===== src/rtl/control_unit.sv =====
// Multicycle Moore control FSM for the single-memory CPU datapath.
// Outputs decode from the state register; the only qualified strobes are BRANCH pc_w (zr) and WB_ALU rb_w (ovf_q).
module control_unit (
    input  logic       clk,
    input  logic       reset,
    input  logic [5:0] opcode,
    input  logic [5:0] funct,
    input  logic       zr,
    input  logic       of,
    output logic       pc_w,
    output logic       mem_w,
    output logic       ir_w,
    output logic       rb_w,
    output logic       ab_w,
    output logic       alu_w,
    output logic       mdr_w,
    output logic [1:0] sel_mem,
    output logic       sel_a,
    output logic [1:0] sel_b,
    output logic [2:0] ula_c,
    output logic       sel_wreg,
    output logic       sel_wdata,
    output logic [1:0] sel_pc,
    output logic       rst_out,
    output logic       ovf_trap,
    output logic       illegal_op,
    output logic [3:0] state_o
);

    typedef enum logic [3:0] {
        S_RESET    = 4'd0,
        S_FETCH0   = 4'd1,
        S_FETCH1   = 4'd2,
        S_DECODE   = 4'd3,
        S_EXEC_R   = 4'd4,
        S_EXEC_I   = 4'd5,
        S_WB_ALU   = 4'd6,
        S_MEM_ADDR = 4'd7,
        S_MEM_RD0  = 4'd8,
        S_MEM_RD1  = 4'd9,
        S_WB_LW    = 4'd10,
        S_MEM_WR   = 4'd11,
        S_BRANCH   = 4'd12,
        S_JUMP     = 4'd13,
        S_ILLEGAL  = 4'd14,
        S_UNUSED   = 4'd15
    } state_t;

    localparam logic [5:0] OP_RTYPE = 6'h00;
    localparam logic [5:0] OP_ADDI  = 6'h08;
    localparam logic [5:0] OP_LW    = 6'h23;
    localparam logic [5:0] OP_SW    = 6'h2B;
    localparam logic [5:0] OP_BEQ   = 6'h04;
    localparam logic [5:0] OP_J     = 6'h02;
    localparam logic [5:0] FN_ADD   = 6'h20;
    localparam logic [5:0] FN_SUB   = 6'h22;
    localparam logic [5:0] FN_AND   = 6'h24;

    state_t     state_q, state_d;
    logic [5:0] op_q, op_d;
    logic [5:0] fn_q, fn_d;
    logic       ovf_q, ovf_d;

    function automatic logic [2:0] r_alu_op(input logic [5:0] fn);
        case (fn)
            FN_ADD:  r_alu_op = 3'b001;
            FN_SUB:  r_alu_op = 3'b010;
            FN_AND:  r_alu_op = 3'b011;
            default: r_alu_op = 3'b000;
        endcase
    endfunction

    always_ff @(posedge clk or negedge reset) begin
        if (!reset) begin
            state_q <= S_RESET;
            op_q    <= 6'h00;
            fn_q    <= 6'h00;
            ovf_q   <= 1'b0;
        end else begin
            state_q <= state_d;
            op_q    <= op_d;
            fn_q    <= fn_d;
            ovf_q   <= ovf_d;
        end
    end

    // Opcode/funct are captured leaving DECODE so later states ignore IR changes.
    always_comb begin
        state_d = state_q;
        op_d    = op_q;
        fn_d    = fn_q;
        ovf_d   = ovf_q;
        case (state_q)
            S_RESET:  state_d = S_FETCH0;
            S_FETCH0: state_d = S_FETCH1;
            S_FETCH1: state_d = S_DECODE;
            S_DECODE: begin
                op_d = opcode;
                fn_d = funct;
                case (opcode)
                    OP_RTYPE: state_d = (r_alu_op(funct) != 3'b000) ? S_EXEC_R : S_ILLEGAL;
                    OP_ADDI:  state_d = S_EXEC_I;
                    OP_LW,
                    OP_SW:    state_d = S_MEM_ADDR;
                    OP_BEQ:   state_d = S_BRANCH;
                    OP_J:     state_d = S_JUMP;
                    default:  state_d = S_ILLEGAL;
                endcase
            end
            S_EXEC_R: begin
                ovf_d   = (fn_q == FN_AND) ? 1'b0 : of;
                state_d = S_WB_ALU;
            end
            S_EXEC_I: begin
                ovf_d   = of;
                state_d = S_WB_ALU;
            end
            S_MEM_ADDR: state_d = (op_q == OP_LW) ? S_MEM_RD0 : S_MEM_WR;
            S_MEM_RD0:  state_d = S_MEM_RD1;
            S_MEM_RD1:  state_d = S_WB_LW;
            default:    state_d = S_FETCH0;
        endcase
    end

    always_comb begin
        pc_w       = 1'b0;
        mem_w      = 1'b0;
        ir_w       = 1'b0;
        rb_w       = 1'b0;
        ab_w       = 1'b0;
        alu_w      = 1'b0;
        mdr_w      = 1'b0;
        sel_mem    = 2'b00;
        sel_a      = 1'b0;
        sel_b      = 2'b00;
        ula_c      = 3'b000;
        sel_wreg   = 1'b0;
        sel_wdata  = 1'b0;
        sel_pc     = 2'b00;
        rst_out    = 1'b0;
        ovf_trap   = 1'b0;
        illegal_op = 1'b0;
        case (state_q)
            S_RESET: rst_out = 1'b1;
            S_FETCH1: begin
                ir_w  = 1'b1;
                pc_w  = 1'b1;
                sel_b = 2'b01;
                ula_c = 3'b001;
            end
            S_DECODE: begin
                ab_w  = 1'b1;
                alu_w = 1'b1;
                sel_b = 2'b11;
                ula_c = 3'b001;
            end
            S_EXEC_R: begin
                sel_a = 1'b1;
                ula_c = r_alu_op(fn_q);
                alu_w = 1'b1;
            end
            S_EXEC_I, S_MEM_ADDR: begin
                sel_a = 1'b1;
                sel_b = 2'b10;
                ula_c = 3'b001;
                alu_w = 1'b1;
            end
            S_WB_ALU: begin
                sel_wreg = (op_q == OP_RTYPE);
                rb_w     = ~ovf_q;
                ovf_trap = ovf_q;
            end
            S_MEM_RD0: sel_mem = 2'b01;
            S_MEM_RD1: begin
                sel_mem = 2'b01;
                mdr_w   = 1'b1;
            end
            S_WB_LW: begin
                sel_wdata = 1'b1;
                rb_w      = 1'b1;
            end
            S_MEM_WR: begin
                sel_mem = 2'b01;
                mem_w   = 1'b1;
            end
            S_BRANCH: begin
                sel_a  = 1'b1;
                ula_c  = 3'b010;
                sel_pc = 2'b01;
                pc_w   = zr;
            end
            S_JUMP: begin
                sel_pc = 2'b10;
                pc_w   = 1'b1;
            end
            S_ILLEGAL: illegal_op = 1'b1;
            default: ;
        endcase
    end

    assign state_o = state_q;

endmodule

===== config.mk =====
export PLATFORM = sky130hd
export DESIGN_NAME = control_unit
export DESIGN_NICKNAME = d
export VERILOG_FILES = /design/src/rtl/control_unit.sv
export SDC_FILE = /design/constraint.sdc
export NUM_CORES = 1
export LEC_CHECK = 0
export BUFFER_PORTS_ARGS = -buffer_cell sky130_fd_sc_hd__buf_2
export CORE_MARGIN = 8
export CORE_UTILIZATION = 48
export DETAILED_ROUTE_END_ITERATION = 8
export GPL_TIMING_DRIVEN = 0
export PLACE_DENSITY = 0.83
export SETUP_SLACK_MARGIN = 0.5
export SYNTH_ARGS = -nofsm -noshare
export SYNTH_HDL_FRONTEND = slang
export SYNTH_SLANG_ARGS = --single-unit

===== constraint.sdc =====
create_clock -name clk -period 1.8 [get_ports clk]
set_input_delay 0.18 -clock clk [delete_from_list [all_inputs] [get_ports clk]]
set_output_delay 0.18 -clock clk [all_outputs]
set_load 0.01 [all_outputs]

==> Word level (Yosys, flattened, before mapping) <==
Index checks and enable logic that the tools add are counted.
{ "word_totals": {"reg_bits": 17, "in_bits": 16, "output_inout_bits": 26, "word_cells": 71} }
{ "op_classes": {"eq_ne": 26, "n_mux": 27, "bitwise_logic": 1, "reduce_logical": 13} }
{ "ops": {"columns": ["cell", "n"], "rows": [
  ["6-bit equality test, second input constant", 9],
  ["4-bit equality test, second input constant", 7],
  ["4-bit one-hot mux with 7 select lines", 1],
  ["2-bit one-hot mux with 3 select lines", 4],
  ["4-bit one-hot mux with 5 select lines", 1],
  ["4-bit by 3-bit equality test with 1-bit output, second input constant", 4],
  ["1-bit two-way mux", 13],
  ["6-bit zero test", 2],
  ["4-bit OR reduction", 3],
  ["4-bit by 2-bit equality test with 1-bit output, second input constant", 2],
  ["2-bit OR reduction", 4],
  ["6-bit by 2-bit equality test with 1-bit output, second input constant", 1],
  ["6-bit by 3-bit equality test with 1-bit output, second input constant", 1],
  ["6-bit by 4-bit equality test with 1-bit output, second input constant", 1],
  ["3-bit two-way mux", 2],
  ["1-bit one-hot mux with 2 select lines", 3],
  ["4-bit by 1-bit equality test with 1-bit output, second input constant", 1],
  ["4-bit zero test", 1],
  ["4-bit two-way mux", 1],
  ["2-bit one-hot mux with 2 select lines", 1],
  ["3-bit nonzero test", 1],
  ["3-bit OR reduction", 1],
  ["2-bit two-way mux", 1],
  ["2-bit nonzero test", 1],
  ["1-bit inverter", 1]
]} }

==> Longest topological paths before layout <==
Gate-level depths: netlist (run 1).
{ "depth": {"depth_word": 8, "mapped_depth": 5, "depth_no_buf": 4} }

==> Worst setup path before layout (run 1) <==
OpenSTA, ideal clock, no wires.
{ "synth_path": {"path_type": "reg2out", "start": "reg state_q[3] (netlist: state_o[3])", "end": "out ula_c[1]", "arrival_ps": 1357, "t_required_ps": 1620, "path_slack_ps": 263, "path_stages_with_launch": 5, "n_path_buf": 2, "path_cell_list": "dfrtp_1 buf_2 buf_1 a21oi_1 nor4b_1"} }
{ "synth_via": {"elab_chain_len": 3, "elab_cells_between_ends": 8, "classes_between": "eq/ne: 6; mux: 1; reduce/logical: 1"} }
{ "synth_rtl": {"columns": ["element", "line", "text"], "rows": [
  ["start, declared", "59", "state_t state_q, state_d;"],
  ["start signal, assigned", "80", "state_q <= state_d;"],
  ["4-bit by 2-bit equality test with 1-bit output or 4-bit by 3-bit equality test with 1-bit output (tied branches)", "143", "case (state_q)"],
  ["4-bit OR reduction (no source line)", null, null],
  ["2-bit one-hot mux with 3 select lines (*)", "143", null],
  ["end, declared", "20", "output logic [2:0] ula_c,"]
]} }
Mark *: on every way between the ends. The rest lies on a longest branch, timed or not.

==> Worst setup path after layout (run 1) <==
{ "layout_path": {"start": "reg fn_q[4]", "end": "out ula_c[1]"} }
{ "layout_via": {"elab_chain_len": 3, "elab_cells_between_ends": 5, "classes_between": "eq/ne: 3; mux: 2"} }
{ "layout_rtl": {"columns": ["element", "line", "text"], "rows": [
  ["start, declared", "61", "logic [5:0] fn_q, fn_d;"],
  ["start signal, assigned", "82", "fn_q <= fn_d;"],
  ["6-bit equality test", "65", "case (fn)"],
  ["2-bit one-hot mux with 3 select lines (*)", "65", null],
  ["2-bit one-hot mux with 3 select lines (*)", "143", null]
]} }
Marked as above.

==> results.txt, run 1 <==
Grt ovf -> 0
Share of layout cells above drive strength 1 -> 0.697
Routed len/inst -> 24.3 um
# Max-Cap Violations -> 0
Post-Syn Area -> 1090 um^2
Setup-failing EPs final -> 2
Layout fillers -> 82
CTS HTree Levels -> 1
TritonCTS clock tree -> done
Initial antenna violation count -> 0
Post-synth top area cell -> dfrtp_1
Clk slew on worst S/H paths -> 110 ps
Worst vdd ir -> 1.39 mV
Max Slew Vio Count -> 0
DRC -> 0
Total GRT Usage -> 0.182
Cell Pwr Density -> 1890 nW/um^2
Vias per cell -> 6.12
Core box area -> 2170 um^2
Routed vias -> 1321
Fin Setup TNS -> -138 ps
Pin count of the biggest net entering global routing -> 18
Post-synth top flop -> dfrtp_1
Clock root buffer -> clkbuf_4
Worst hold path class -> in -> reg
Avg Inst Size Synth -> 9.71 um^2
Origin of the worst min-delay path -> funct[5]
Distinct cells, synth -> 39
Initial Util -> 0.501
Final Cycle Share -> 1.05
Mapped Cells -> 112
Hold_ws -> 124 ps
Die Span Y -> 63.6 um
Dpl hpwl -> 2260 um
Hold Path Sink -> fn_q[5]
Yosys top cell area share -> 0.391
R2r startpoint -> state_o[0]
Peak fanout along the critical path -> 3
Post-DP Area -> 1360 um^2
Setup crit end kind -> output pin
DR iter-0 viols -> 93
Worst skew pair latency -> 300 ps
Most frequent cells after synthesis -> dfrtp_1 (17), nor2_1 (12), nand2b_1 (9), mux2_4 (7)
Row Count -> 17
WL final -> 5240 um
Port Buffers -> 39
Skew final -> 7.34 ps
Sequential fraction of the synthesis area -> 0.391
Final cell count without fillers -> 216
R2r worst-path depth -> 7
Crit-path slowest cell -> dfrtp_1
Drt first pass iters -> 4
DIE AREA -> 4040 um^2
CTS Buffer Depth -> 2
WS Path Type -> reg -> out
CP top delay family -> simple AND/OR/NAND/NOR gates
Die width -> 63.6 um
Critical Path Source Type -> register
Placed cells -> 180
Max Clk Rate -> 528 MHz
Status -> finished, violations left
N_diodes -> 0
Seq cells post-synth -> 17
Final Cell Area -> 1980 um^2
Critical Path RT -> 1620 ps
Worst stage delay on the critical path -> 420 ps
Final hold viol count -> 0
Worst Hold Depth -> 2
Ys async rst share -> 1.00
Final min period -> 1890 ps
Final WS setup -> -93.1 ps
P&R area growth vs syn -> 81.7%
Nets -> 205
Routed Antenna Nets -> 0
CTS buffer count -> 3
Critical path arrival -> 1710 ps
Failing checks -> setup timing
Number of global-route vias before repair -> 1262
Synth top area cells -> dfrtp_1 (39%), mux2_4 (9.7%), mux2_2 (6.2%)
EDFF count, synth -> 0
Yosys Warn Count -> 0
Most frequent cell after synthesis -> dfrtp_1
Placement Setup Slack -> 276 ps
R2R Setup Slk -> 150 ps
Leak Pwr -> 0.930 nW
Gpl congestion -> 0.814
CTS Sinks -> 17
RSZ-0062 raised after global routing -> true
First-pass GRT wire length -> 6150 um
I/O Pins -> 42
Combined buffer and inverter count along the critical path -> 2
Reg2reg end -> fn_q[4]
Cell breakdown of the critical path -> nor4b_4 -> buf_4 -> a21oi_2 -> nor4b_2 -> buf_2
## worst register-to-register path, stage by stage (launching register included)
cell and delay [ps]:
dfrtp_2 410, buf_6 130, buf_6 110, nand2_4 60, nor3_4 210, buf_4 150
buf_6 120, mux2_2 340
## per-stage QoR
step           utilization  total power [W]
2_1_floorplan            -          0.00172
3_3_place_gp         0.628          0.00207
3_5_place_dp         0.628          0.00212
4_1_cts              0.833          0.00314
5_1_grt              0.911          0.00386
6_report             0.911          0.00373
## state kept, by name, summed over array words and instances (netlist names)
name,cells
ovf_q,1
state_o,4
op_q,6
fn_q,6
## how the worst max path moves through the flow
stage,depth (start not counted),from,endpoint
CTS,5,fn_q[4],ula_c[0]
floorplan,4,state_o[0],fn_q[0]
finish,5,fn_q[4],ula_c[1]
global placement,4,state_o[0],op_q[4]
detailed placement,4,state_o[0],fn_q[0]
global route,5,fn_q[4],ula_c[1]
## cell families (layout without fill, tap and decap cells)
kind of cell / Yosys count / count (layout) / synth area share
xor gates and xnor gates: 3 / 3 / 0.0242
AOI/OAI and AO/OA: 15 / 15 / 0.0898
DFF: 17 / 17 / 0.391
buffers and inverters: 9 / 84 / 0.0483
muxes: 13 / 13 / 0.159
other: 1 / 2 / 0.00345
and+or+nand+nor: 54 / 54 / 0.284
## what timing repair did
item,in CTS,in global routing
setup endpoints to repair,36,37
pin swaps,9,7
endpoints found under the hold margin,17,0
buffers inserted,24,7
hold buffers,1,0
gates resized for setup,50,28
## routing by layer
| layer | vias up | GRT usage | share of wire |
|---|---|---|---|
| li1 | 553 | - | - |
| met1 | 630 | 0.204 | 0.36 |
| met2 | 101 | 0.322 | 0.48 |
| met3 | 37 | 0.0459 | 0.079 |
| met4 | 0 | 0.0696 | 0.080 |
| met5 | - | 0 | 0 |
## area by class of cell
| type | count | area, um^2 | area share |
|---|---|---|---|
| Clock buffer | 3 | 22.5 | 0.0114 |
| Buffer | 8 | 90.1 | 0.0456 |
| Inverter | 1 | 3.75 | 0.00190 |
| Tap cell | 28 | 35.0 | 0.0177 |
| Timing Repair Buffer | 71 | 551 | 0.279 |
| Sequential cell | 17 | 429 | 0.217 |
| Multi-Input combinational cell | 87 | 837 | 0.424 |
| Clock inverter | 1 | 7.51 | 0.00380 |
## power breakdown
group | leakage (nW) | internal [W] | total, W | switching, W
Sequential | 0.198 | 0.000584 | 0.000822 | 0.000238
Combinational | 0.718 | 0.00145 | 0.00270 | 0.00124
Clock | 0.0139 | 0.0000848 | 0.000215 | 0.000131
Total | 0.930 | 0.00212 | 0.00373 | 0.00161
## placed cells by master, fill, tap and decap left out, types with 2 or more instances in the layout
master    instances
nand2b_1          2
conb_1            2
nor2_1            6
nor4_1            2
mux2_4           10
buf_2            33
nand3_1           2
buf_8             3
nand4_1           2
buf_4            14
nor2_4            4
buf_6            28
xor2_1            2
nor2_2            2
mux2_2            3
nor4_2            2
a21oi_2           3
nand2_4           2
nand2b_4          7
dfrtp_2           3
dfrtp_1          14
nor3_1            3
nand2_1           3
nor3_4            3
o21ai_0           2
clkbuf_4          3
No activity file was read; power rests on OpenSTA's default activity.
==> run 2, diff against run 1 <==
--- a/config.mk
+++ b/config.mk
@@ -7,10 +7,10 @@
 export LEC_CHECK = 0
 export BUFFER_PORTS_ARGS = -buffer_cell sky130_fd_sc_hd__buf_2
 export CORE_MARGIN = 8
-export CORE_UTILIZATION = 48
+export CORE_UTILIZATION = 35
 export DETAILED_ROUTE_END_ITERATION = 8
 export GPL_TIMING_DRIVEN = 0
-export PLACE_DENSITY = 0.83
+export PLACE_DENSITY = 0.65
 export SETUP_SLACK_MARGIN = 0.5
 export SYNTH_ARGS = -nofsm -noshare
 export SYNTH_HDL_FRONTEND = slang
==> results.txt, run 2 (same netlist as run 1, synthesis figures left out) <==
Status -> completed (was finished, violations left)
Die width -> 71.7 um (was 63.6 um)
Clock root buffer -> clkbuf_4 (unchanged)
First-pass GRT wire length -> 6120 um (was 6150 um)
TritonCTS clock tree -> done (unchanged)
CTS Sinks -> 17 (unchanged)
Routed len/inst -> 18.6 um (was 24.3 um)
Dpl hpwl -> 2360 um (was 2260 um)
Final Cycle Share -> 0.980 (was 1.05)
Number of global-route vias before repair -> 1273 (was 1262)
Max Clk Rate -> 567 MHz (was 528 MHz)
I/O Pins -> 42 (unchanged)
Total GRT Usage -> 0.146 (was 0.182)
Peak fanout along the critical path -> 2 (was 3)
Most frequent cells in the layout -> buf_2 (32), buf_6 (30), dfrtp_1 (14), mux2_4 (12), buf_4 (12) (was buf_2 (33), buf_6 (28), buf_4 (14), dfrtp_1 (14), mux2_4 (10))
Critical path arrival -> 1580 ps (was 1710 ps)
Worst vdd ir -> 0.996 mV (was 1.39 mV)
Cell Pwr Density -> 1800 nW/um^2 (was 1890 nW/um^2)
Leading cell type in the layout, fill and taps excluded -> buf_2 (unchanged)
WS Path Type -> reg -> out (unchanged)
Grt ovf -> 0 (unchanged)
Share of layout cells above drive strength 1 -> 0.757 (was 0.697)
DRC -> 0 (unchanged)
Skew final -> 5.22 ps (was 7.34 ps)
Initial Util -> 0.362 (was 0.501)
Critical Path Source Type -> register (unchanged)
DR iter-0 viols -> 40 (was 93)
Final hold viol count -> 0 (unchanged)
WL final -> 4120 um (was 5240 um)
Vias per cell -> 5.27 (was 6.12)
N_diodes -> 0 (unchanged)
Setup-failing EPs final -> 0 (was 2)
Routed Antenna Nets -> 0 (unchanged)
Worst skew pair latency -> 290 ps (was 300 ps)
P&R area growth vs syn -> 95.4% (was 81.7%)
Nets -> 206 (was 205)
CTS Buffer Depth -> 2 (unchanged)
Worst Hold Depth -> 3 (was 2)
Max Slew Vio Count -> 0 (unchanged)
Critical Path RT -> 1620 ps (about the same)
Final cell count without fillers -> 222 (was 216)
Leak Pwr -> 0.962 nW (was 0.930 nW)
CTS HTree Levels -> 1 (unchanged)
Die Span Y -> 71.7 um (was 63.6 um)
Routed vias -> 1170 (was 1321)
Gpl congestion -> 0.746 (was 0.814)
DIE AREA -> 5150 um^2 (was 4040 um^2)
Setup crit end kind -> output pin (unchanged)
Row Count -> 20 (was 17)
Core box area -> 3000 um^2 (was 2170 um^2)
RSZ-0062 raised after global routing -> true (unchanged)
Final min period -> 1760 ps (was 1890 ps)
# Max-Cap Violations -> 0 (unchanged)
Placed cells -> 185 (was 180)
Port Buffers -> 39 (unchanged)
Clk slew on worst S/H paths -> 100 ps (was 110 ps)
CTS buffer count -> 3 (unchanged)
R2r worst-path depth -> 6 (was 7)
Pin count of the biggest net entering global routing -> 18 (unchanged)
Drt first pass iters -> 4 (unchanged)
Worst hold path class -> in -> reg (unchanged)
Initial antenna violation count -> 0 (unchanged)
Fin Setup TNS -> 0 ps (was -138 ps)
==> run 2: changes by cell type in the layout (fill, tap and decap cells not counted), sizes merged <==
| cell | change |
|---|---|
| clkinvlp | -1 |
| buf | +1 |
| clkinv | +1 |
==> run 2: final timing paths <==
kind | from | to | slack, ps
setup / recovery | fn_q[4] | ula_c[1] | 40
hold / removal | of | ovf_q | 120
setup reg to reg | state_o[1] | fn_q[4] | 270
hold reg to reg | fn_q[5] | fn_q[5] | 540
max in group asynchronous | reset | state_o[0] | 1160
min in group asynchronous | reset | fn_q[3] | 330
==> run 2: cell type report <==
cell class	count	area, um^2
clock buffers	3	22.5
clock inverters	1	5.00
flip-flops and latches	17	429
fillers	207	878
multi-input cells	87	945
repair buffers	72	581
well taps	33	41.3
plain buffers	8	97.6
inverters	1	3.75
==> run 2: routing by layer <==
metal	vias to the layer above	track usage	routed length, um
met2	43	0.277	2270
met1	567	0.155	1560
met5	-	0	0
met3	2	0.0349	274
li1	558	-	-
met4	0	0.0408	10
==> run 2: critical path: stages (launching register included) <==
cell and delay, ps:
dfrtp_1 420, nor4b_4 300, buf_4 160, a21oi_2 40
nor4b_2 200, buf_2 170
==> run 2: metrics by stage <==
step / cell area (um^2) / power (W) / hold WS [ps] / worst slack [ps] / util
after global routing: 2120 / 0.00403 / 111 / -63.7 / 0.708
after floorplan: 1130 / 0.00172 / -116 / 383 / -
after CTS: 1870 / 0.00322 / 107 / -16.4 / 0.622
after global placement: 1370 / 0.00209 / 115 / 269 / 0.456
final: 2120 / 0.00382 / 123 / 35.6 / 0.708
after detailed placement: 1370 / 0.00213 / 130 / 272 / 0.456
==> run 2: what timing repair did <==
action / CTS / global route
buffers inserted: 19 / 12
hold buffers: 1 / 0
endpoints found under the hold margin: 17 / 0
pin swaps: 18 / 12
endpoints found under the setup margin: 36 / 37
gates cloned: 1 / 0
resized for setup: 65 / 37
==> run 2: power breakdown <==
part	switching [W]	internal, W
Combinational	0.00119	0.00160
Clock	0.000121	0.0000826
Sequential	0.000236	0.000584
Total	0.00155	0.00227
